===== src/rtl/pdmem_pkg.sv =====
// Shared types and default parameters for the pdmem self-clearing memory.
package pdmem_pkg;

  localparam int DEF_DATA_W = 8;
  localparam int DEF_DEPTH  = 64;
  localparam int DEF_SEED   = 1;

  typedef enum logic {
    CLEAR = 1'b0,
    READY = 1'b1
  } pdmem_state_e;

endpackage


===== src/rtl/pdmem_clr.sv =====
// Clear sequencer: walks every word once after reset and then hands the array over.
//
// state | meaning
// CLEAR | one word per cycle is overwritten; pointer advances from 0 to DEPTH-1
// READY | clear finished; user reads and writes own the array
module pdmem_clr
  import pdmem_pkg::*;
#(
  parameter int DEPTH  = DEF_DEPTH,
  parameter int ADDR_W = $clog2(DEPTH)
) (
  input  logic              clk,
  input  logic              rst,
  output logic              done,
  output logic              clr_we,
  output logic [ADDR_W-1:0] clr_ptr,
  output logic              clr_seed
);

  localparam logic [ADDR_W-1:0] LAST = ADDR_W'(DEPTH - 1);

  pdmem_state_e      state_q, state_d;
  logic [ADDR_W-1:0] ptr_q, ptr_d;

  always_ff @(posedge clk) begin
    if (rst) begin
      state_q <= CLEAR;
      ptr_q   <= '0;
    end else begin
      state_q <= state_d;
      ptr_q   <= ptr_d;
    end
  end

  always_comb begin
    state_d = state_q;
    ptr_d   = ptr_q;
    case (state_q)
      CLEAR: begin
        if (ptr_q == LAST) begin
          state_d = READY;
          ptr_d   = '0;
        end else begin
          ptr_d = ptr_q + ADDR_W'(1);
        end
      end
      READY:   state_d = READY;
      default: state_d = CLEAR;
    endcase
  end

  // rst is synchronous, so a cycle with rst high must not write even though state is CLEAR.
  assign done     = (state_q == READY);
  assign clr_we   = (state_q == CLEAR) && !rst;
  assign clr_ptr  = ptr_q;
  assign clr_seed = (ptr_q <= ADDR_W'(1));

endmodule


===== src/rtl/pdmem.sv =====
// Single-port-pair memory that self-clears (words 0/1 = SEED) after reset.
// Build option: define PDMEM_FWD_EN so a same-address same-cycle read returns the new write data.
module pdmem
  import pdmem_pkg::*;
#(
  parameter int  DATA_W = DEF_DATA_W,
  parameter int  DEPTH  = DEF_DEPTH,
  parameter int  SEED   = DEF_SEED,
  localparam int ADDR_W = $clog2(DEPTH)
) (
  input  logic              clk,
  input  logic              rst,
  output logic              busy,
  input  logic              wr_en,
  input  logic [ADDR_W-1:0] wr_addr,
  input  logic [DATA_W-1:0] wr_data,
  input  logic              rd_en,
  input  logic [ADDR_W-1:0] rd_addr,
  output logic              rd_valid,
  output logic [DATA_W-1:0] rd_data,
  output logic              rd_err,
  output logic              wr_err
);

  localparam logic [ADDR_W:0]   DEPTH_X = (ADDR_W + 1)'(DEPTH);
  localparam logic [DATA_W-1:0] SEED_W  = DATA_W'(SEED);

  logic [DATA_W-1:0] mem [DEPTH];

  logic              done;
  logic              clr_we;
  logic [ADDR_W-1:0] clr_ptr;
  logic              clr_seed;
  logic              wr_in, rd_in;
  logic              wr_ok, wr_bad, rd_fire;
  logic [DATA_W-1:0] rd_word;

  pdmem_clr #(
    .DEPTH  (DEPTH),
    .ADDR_W (ADDR_W)
  ) u_clr (
    .clk      (clk),
    .rst      (rst),
    .done     (done),
    .clr_we   (clr_we),
    .clr_ptr  (clr_ptr),
    .clr_seed (clr_seed)
  );

  // Zero-extend so the range check also works when DEPTH is not a power of two.
  assign wr_in   = ({1'b0, wr_addr} < DEPTH_X);
  assign rd_in   = ({1'b0, rd_addr} < DEPTH_X);
  assign wr_ok   = done && !rst && wr_en && wr_in;
  assign wr_bad  = done && !rst && wr_en && !wr_in;
  assign rd_fire = done && !rst && rd_en;
  assign busy    = !done;

`ifdef PDMEM_FWD_EN
  assign rd_word = (wr_ok && (wr_addr == rd_addr)) ? wr_data : mem[rd_addr];
`else
  assign rd_word = mem[rd_addr];
`endif

  always_ff @(posedge clk) begin
    if (clr_we) begin
      mem[clr_ptr] <= clr_seed ? SEED_W : '0;
    end else if (wr_ok) begin
      mem[wr_addr] <= wr_data;
    end
  end

  always_ff @(posedge clk) begin
    if (rst) begin
      rd_valid <= 1'b0;
      rd_data  <= '0;
      rd_err   <= 1'b0;
      wr_err   <= 1'b0;
    end else begin
      rd_valid <= rd_fire;
      rd_err   <= rd_fire && !rd_in;
      if (rd_fire) begin
        rd_data <= rd_in ? rd_word : '0;
      end
      if (wr_bad) begin
        wr_err <= 1'b1;
      end
    end
  end

endmodule


===== config.mk =====
export PLATFORM = sky130hd
export DESIGN_NAME = pdmem
export DESIGN_NICKNAME = d
export VERILOG_FILES = /design/src/rtl/pdmem_pkg.sv /design/src/rtl/pdmem_clr.sv /design/src/rtl/pdmem.sv
export SDC_FILE = /design/constraint.sdc
export NUM_CORES = 1
export LEC_CHECK = 0
export CORE_MARGIN = 5
export CORE_UTILIZATION = 69
export CTS_BUF_LIST = sky130_fd_sc_hd__clkbuf_2 sky130_fd_sc_hd__clkbuf_4 sky130_fd_sc_hd__clkbuf_8
export DETAILED_ROUTE_END_ITERATION = 16
export GPL_TIMING_DRIVEN = 0
export HOLD_SLACK_MARGIN = 0.12
export PLACE_DENSITY_LB_ADDON = 0.3
export SYNTH_ARGS = -nofsm -noshare
export SYNTH_HDL_FRONTEND = slang
export SYNTH_SLANG_ARGS = --single-unit

===== constraint.sdc =====
create_clock -name clk -period 14.7 [get_ports clk]
set_input_delay 2.94 -clock clk [delete_from_list [all_inputs] [get_ports clk]]
set_output_delay 2.94 -clock clk [all_outputs]
set_load 0.005 [all_outputs]

==> flow_summary.json, run 1 <==
{
  "tightest_slew_ns": 1.05,
  "cp.required_ns": 14.92,
  "hold_slack_ns": 0.507,
  "wl_per_cell_um": 30.5,
  "rsz0062_at_grt": "no",
  "yosys_register_bits": 528,
  "n_fill_cell": 1420,
  "drt_iter0_markers": 1609,
  "synthFlopType": "edfxtp_1",
  "post_cts_resized": 0,
  "clock.fmax_mhz": 178,
  "hold_class": "reg -> reg",
  "seq_area_frac_synth_pct": 75.3,
  "die_h_um": 184,
  "reg2reg_slack_ns": 11.53,
  "fin_crit_ns": 5.60,
  "die_w_um": 184,
  "cts.sinks": 528,
  "synth_cell_types": 48,
  "cap_violations": 0,
  "fin_tns_setup_ns": 0,
  "antenna_found_initial": 0,
  "final_max_slew_viol_count": 0,
  "min_to": "rd_data[0]",
  "hold_viol": 0,
  "async_flop_share_pct": 0,
  "start_util_pct": 70.2,
  "drc": 0,
  "setup-violations-final": 0,
  "yosys_warnings": 0,
  "path_max_fanout": 10,
  "cts_tree": "yes",
  "io_pins": 36,
  "postCtsSetupBuffers": 0,
  "period_share_pct": 38.1,
  "grt_max_degree": 63,
  "power_density_mw_per_mm2": 127,
  "grt.overflow.total": 0,
  "leakagePower_nw": 8.37,
  "yosysTopAreaCellShare_pct": 73.7,
  "cts-buffers-inserted": 78,
  "synth_top_area_cell": "edfxtp_1",
  "grt_use_total_pct": 29.8,
  "clkLatencyLatePin_ns": 0.61,
  "clock-root-buffer": "clkbuf_8",
  "max_slew_margin_pct": 29.5,
  "finClkSkew_ns": 0.0210,
  "path_clk_slew_ns": 0.06,
  "worstRegToRegCells": 6,
  "dp.cells": 1462,
  "synth.avg_cell_area_um2": 20.2,
  "route.antenna.remaining_nets": 0,
  "grt_pass1_vias": 11300,
  "io_buffers": 30,
  "reg2reg_to": "mem[10][4]",
  "nNetsFinal": 1179,
  "crit_path_end_kind": "flop",
  "status": "completed",
  "startpoint_type": "input pin",
  "routed_via_density": 6.96,
  "wirelength_mm": 48.8,
  "core.rowCount": 63,
  "critPathKind": "in -> reg",
  "whs_path_depth": 2,
  "hp-start": "rd_data[0]",
  "instances_no_fill": 1598,
  "place_congestion": 0.920,
  "drive_gt1_share_pct": 26.2,
  "arrival_ns": 5.82,
  "grt_pass1_wl_mm": 71.6,
  "reg2reg_from": "u_clr.done",
  "cts_hold_buf": 0,
  "htreeDepth": 3,
  "place_area_mm2": 0.0218,
  "antenna_cells": 0,
  "place.detailed.hpwl_mm": 31.6,
  "dieArea_mm2": 0.0338,
  "coreArea_mm2": 0.0297,
  "area_delta_synth_final_pct": 12.4,
  "synth_edf_count": 512,
  "firstDrtPassIters": 9,
  "syn_inst": 1033,
  "cts.path.max_buffers": 3,
  "vias": 11100,
  "peakVddDrop_mv": 0.0853,
  "synth_area_mm2": 0.0208,
  "synth_area_leaders": "edfxtp_1 (74%), mux4_2 (13%), nor2_1 (1.6%), dfxtp_1 (1.5%), mux2i_1 (1.4%)",
  "design_area_mm2": 0.0234
}
kinds of logic after synthesis:
| kind of cell | after synthesis | share of synthesized area (%) |
|---|---|---|
| flops | 528 | 75.3 |
| simple gates | 193 | 4.24 |
| mux | 163 | 15.6 |
| compound gates | 85 | 2.71 |
| buf+inv | 58 | 1.88 |
| fa+ha+maj | 3 | 0.180 |
| xor+xnor | 2 | 0.0840 |
| other cells | 1 | 0.0180 |
final cells by class:
cell class | count | area (um^2) | area share (%)
plain buffers | 55 | 380 | 1.62
clock buffers | 113 | 1390 | 5.92
clock inverters | 23 | 199 | 0.849
inverters | 3 | 11.3 | 0.0481
multi-input cells | 448 | 4790 | 20.4
flip-flops and latches | 528 | 15700 | 67.0
well taps | 390 | 488 | 2.08
repair buffers | 38 | 483 | 2.06
synthesized netlist by cell type, types with 5 or more instances:
cell type and number:
a22oi_1 6, mux4_2 124, clkbuf_1 15, buf_2 16, o221ai_1 9, edfxtp_1 512, buf_6 8, nand2b_1 8
o21ai_1 6, o22ai_1 18, mux2i_1 30, dfxtp_1 16, mux2_2 5, nand3_1 18, and2_1 8, nor2_1 90
nand2_1 41, a221oi_1 7, nand3b_1 12, o21ai_0 19, buf_4 12
worst max-delay path, cell delays in order:
cell,delay [ns]
clkdlybuf4s50_1,0.47
nand3b_1,0.38
clkbuf_1,0.30
o21ai_0,0.34
nand2_1,0.43
nor2_1,0.95
metal layers:
metal	routed length, um	track usage [%]	vias up
li1	-	-	4500
met1	16900	40.1	5532
met2	23100	45.9	904
met3	6420	9.85	182
met4	2390	12.8	0
met5	0	0	-
layout by cell type (no fill, tap or decap), types with 7 or more instances in the layout:
master,netlist,final
mux4_2,124,124
buf_4,12,12
nand3_1,18,18
clkbuf_4,0,27
clkbuf_8,0,86
nor2_1,90,90
buf_12,3,8
buf_6,8,8
o22ai_1,18,18
a221oi_1,7,7
clkbuf_1,15,15
nand2b_1,8,8
buf_2,16,16
dfxtp_1,16,16
clkdlybuf4s50_1,0,30
nand2_1,41,41
o21ai_0,19,18
mux2i_1,30,30
nand3b_1,12,12
o221ai_1,9,9
edfxtp_1,512,512
and2_2,0,7
clkinv_2,0,10
report_power, final:
part / internal [W] / leakage (nW) / switching, W
Combinational: 0.0000509 / 1.93 / 0.0000779
Sequential: 0.00164 / 5.60 / 0.00000216
Clock: 0.000660 / 0.841 / 0.000541
Total: 0.00235 / 8.37 / 0.000621
sequential cells by signal, indices dropped and copies added (netlist names):
name           cells
u_clr.clr_ptr      6
rd_data            8
u_clr.done         1
mem              512
rd_valid           1
worst max-delay path by stage:
stage          from          to  slack [ns]
6_report        rst  mem[10][4]        9.10
5_1_grt         rst  mem[26][0]        9.05
4_1_cts         rst  mem[26][2]        9.21
3_5_place_dp    rst  mem[26][4]        8.59
3_3_place_gp    rst  mem[30][0]        4.80
2_1_floorplan   rst   mem[0][0]        8.03
per-stage QoR:
step	total power (W)	setup slack, ns	utilization [%]
after CTS	0.00298	9.21	78.8
after floorplan	0.00175	8.03	-
after global routing	0.00307	9.05	78.8
after detailed placement	0.00180	8.59	73.5
after global placement	0.00180	4.80	72.8
final	0.00297	9.10	78.8
(Power assumes the default switching activity.)
==> run 2: changes to the inputs <==
--- a/config.mk
+++ b/config.mk
@@ -6,7 +6,7 @@
 export NUM_CORES = 1
 export LEC_CHECK = 0
 export CORE_MARGIN = 5
-export CORE_UTILIZATION = 69
+export CORE_UTILIZATION = 64
 export CTS_BUF_LIST = sky130_fd_sc_hd__clkbuf_2 sky130_fd_sc_hd__clkbuf_4 sky130_fd_sc_hd__clkbuf_8
 export DETAILED_ROUTE_END_ITERATION = 16
 export GPL_TIMING_DRIVEN = 0
==> constraint.sdc (replaced) <==
create_clock -name clk -period 5.65 [get_ports clk]
set_input_delay 1.13 -clock clk [delete_from_list [all_inputs] [get_ports clk]]
set_output_delay 1.13 -clock clk [all_outputs]
set_load 0.005 [all_outputs]
==> run 2 against run 1 <==
Effect of this change:
- wire length down 1.9%
- sequential cell count unchanged
- non-clock buffer count unchanged
- first-iteration DRC count down 0.87%
- clock-buffer cell count up 8
- via count down 2.8%
- register-to-register slack worse by 9.0 ns
==> flow_summary.json, run 2 (synthesis gave the netlist of run 1 again) <==
{
  "status": "completed",
  "post-route-util_pct": 72.6,
  "place_congestion": 0.905,
  "pwr-share-seq_pct": 55.4,
  "grt.overflow.total": 0,
  "nNetsFinal": 1180,
  "dieArea_mm2": 0.0363,
  "drc": 0,
  "regMostFlops": "mem",
  "rsz0062_at_grt": "no",
  "wl_per_cell_um": 28.9,
  "post_cts_resized": 0,
  "postCtsSetupBuffers": 0,
  "clock-root-buffer": "clkbuf_8",
  "io_pins": 36,
  "switchingPower_w": 0.00160,
  "grt_pass1_vias": 11200,
  "die_h_um": 190,
  "clkPwrFrac_pct": 40.3,
  "swShare_pct": 20.7,
  "area_delta_synth_final_pct": 12.7,
  "path_max_fanout": 10,
  "core.rowCount": 66,
  "wirelength_mm": 47.8,
  "instances_no_fill": 1654,
  "largest_reg_flops": 512,
  "final_common_cell": "edfxtp_1",
  "tightest_slew_ns": 1.02,
  "grt_pass1_wl_mm": 71.1,
  "htreeDepth": 3,
  "drt_iter0_markers": 1595,
  "n_fill_cell": 1879,
  "p_int_w": 0.00612,
  "hold_viol": 0,
  "antenna_found_initial": 0,
  "cts.path.max_buffers": 3,
  "period_share_pct": 65.6,
  "path_clk_slew_ns": 0.07,
  "clock.fmax_mhz": 270,
  "finClkSkew_ns": 0.0491,
  "leakagePower_nw": 8.37,
  "cp.required_ns": 5.88,
  "cts.sinks": 528,
  "firstDrtPassIters": 6,
  "cts-buffers-inserted": 79,
  "antenna_cells": 0,
  "cts_tree": "yes",
  "route.antenna.remaining_nets": 0,
  "arrival_ns": 3.93,
  "coreArea_mm2": 0.0324,
  "die_w_um": 190,
  "peakVddDrop_mv": 0.217,
  "crit_path_end_kind": "flop",
  "fin_crit_ns": 3.71,
  "clkLatencyLatePin_ns": 0.64,
  "place.detailed.hpwl_mm": 31.5,
  "grt_max_degree": 61,
  "vias": 10800,
  "start_util_pct": 64.4,
  "io_buffers": 30,
  "final_max_slew_viol_count": 0,
  "cts_hold_buf": 0,
  "routed_via_density": 6.54,
  "setup-violations-final": 0,
  "power_density_mw_per_mm2": 328,
  "cap_violations": 0,
  "startpoint_type": "input pin",
  "critPathKind": "in -> reg",
  "dp.cells": 1514,
  "grt_use_total_pct": 27.4,
  "combPwrFrac_pct": 4.3,
  "drive_gt1_share_pct": 26.1,
  "max_slew_margin_pct": 31.8,
  "hold_class": "reg -> reg",
  "final_cell_mix": "edfxtp_1 (512), mux4_2 (124), nor2_1 (90)"
}
[run 2: changes by cell type in the layout (fill, tap and decap cells not counted), sizes merged]
cell / previous run / this run
clkbuf: 128 / 136
bufinv: 3 / 2
clkinv: 15 / 14
inv: 5 / 3
[run 2: routing by layer]
layer | vias to the layer above | global-route usage [%] | share of wire [%]
li1 | 4492 | - | -
met1 | 5455 | 38.2 | 36
met2 | 732 | 42.8 | 48
met3 | 133 | 6.55 | 12
met4 | 0 | 11.2 | 3.9
met5 | - | 0 | 0
[run 2: stage by stage]
step / worst slack (ns) / power, W / hold slack (ns) / instance area (um^2) / setup TNS (ns)
floorplan: 0.790 / 0.00456 / 0.463 / 20900 / 0
global placement: -2.27 / 0.00468 / 0.490 / 21700 / -145.10
detailed placement: 1.36 / 0.00468 / 0.491 / 21900 / 0
CTS: 2.00 / 0.00772 / 0.498 / 23500 / 0
global route: 1.85 / 0.00795 / 0.535 / 23500 / 0
finish: 1.94 / 0.00772 / 0.503 / 23500 / 0
[run 2: power by group through the flow]
stage | clock network (W) | logic [W] | registers (W)
after floorplan | 0 | 0.000204 | 0.00436
final | 0.00311 | 0.000330 | 0.00428
after CTS | 0.00312 | 0.000327 | 0.00428
after global placement | 0 | 0.000310 | 0.00437
after detailed placement | 0 | 0.000326 | 0.00436
after global routing | 0.00333 | 0.000346 | 0.00427
[run 2: final timing paths]
check | start | end | slack (ns) | depth (start not counted)
setup reg to reg | u_clr.done | mem[10][7] | 2.52 | 7
hold / removal | rd_data[0] | rd_data[0] | 0.50 | 2
setup / recovery | wr_en | mem[38][3] | 1.94 | 6
hold reg to reg | rd_data[0] | rd_data[0] | 0.50 | 2
[run 2: layout make-up]
| cell class | instances | area (um^2) | share of cell area [%] |
|---|---|---|---|
| Tap cell | 442 | 553 | 2.35 |
| Clock buffer | 121 | 1450 | 6.15 |
| Inverter | 3 | 11.3 | 0.0479 |
| Buffer | 55 | 380 | 1.62 |
| Multi-Input combinational cell | 448 | 4790 | 20.4 |
| Clock inverter | 19 | 140 | 0.596 |
| Sequential cell | 528 | 15700 | 66.8 |
| Timing Repair Buffer | 38 | 490 | 2.09 |
[run 2: worst max-delay path, stage by stage]
cell and delay, ns:
clkdlybuf4s50_1 0.55, nand3b_1 0.29, clkbuf_1 0.29, o21ai_0 0.28, nand2_1 0.47, nor2_1 0.92
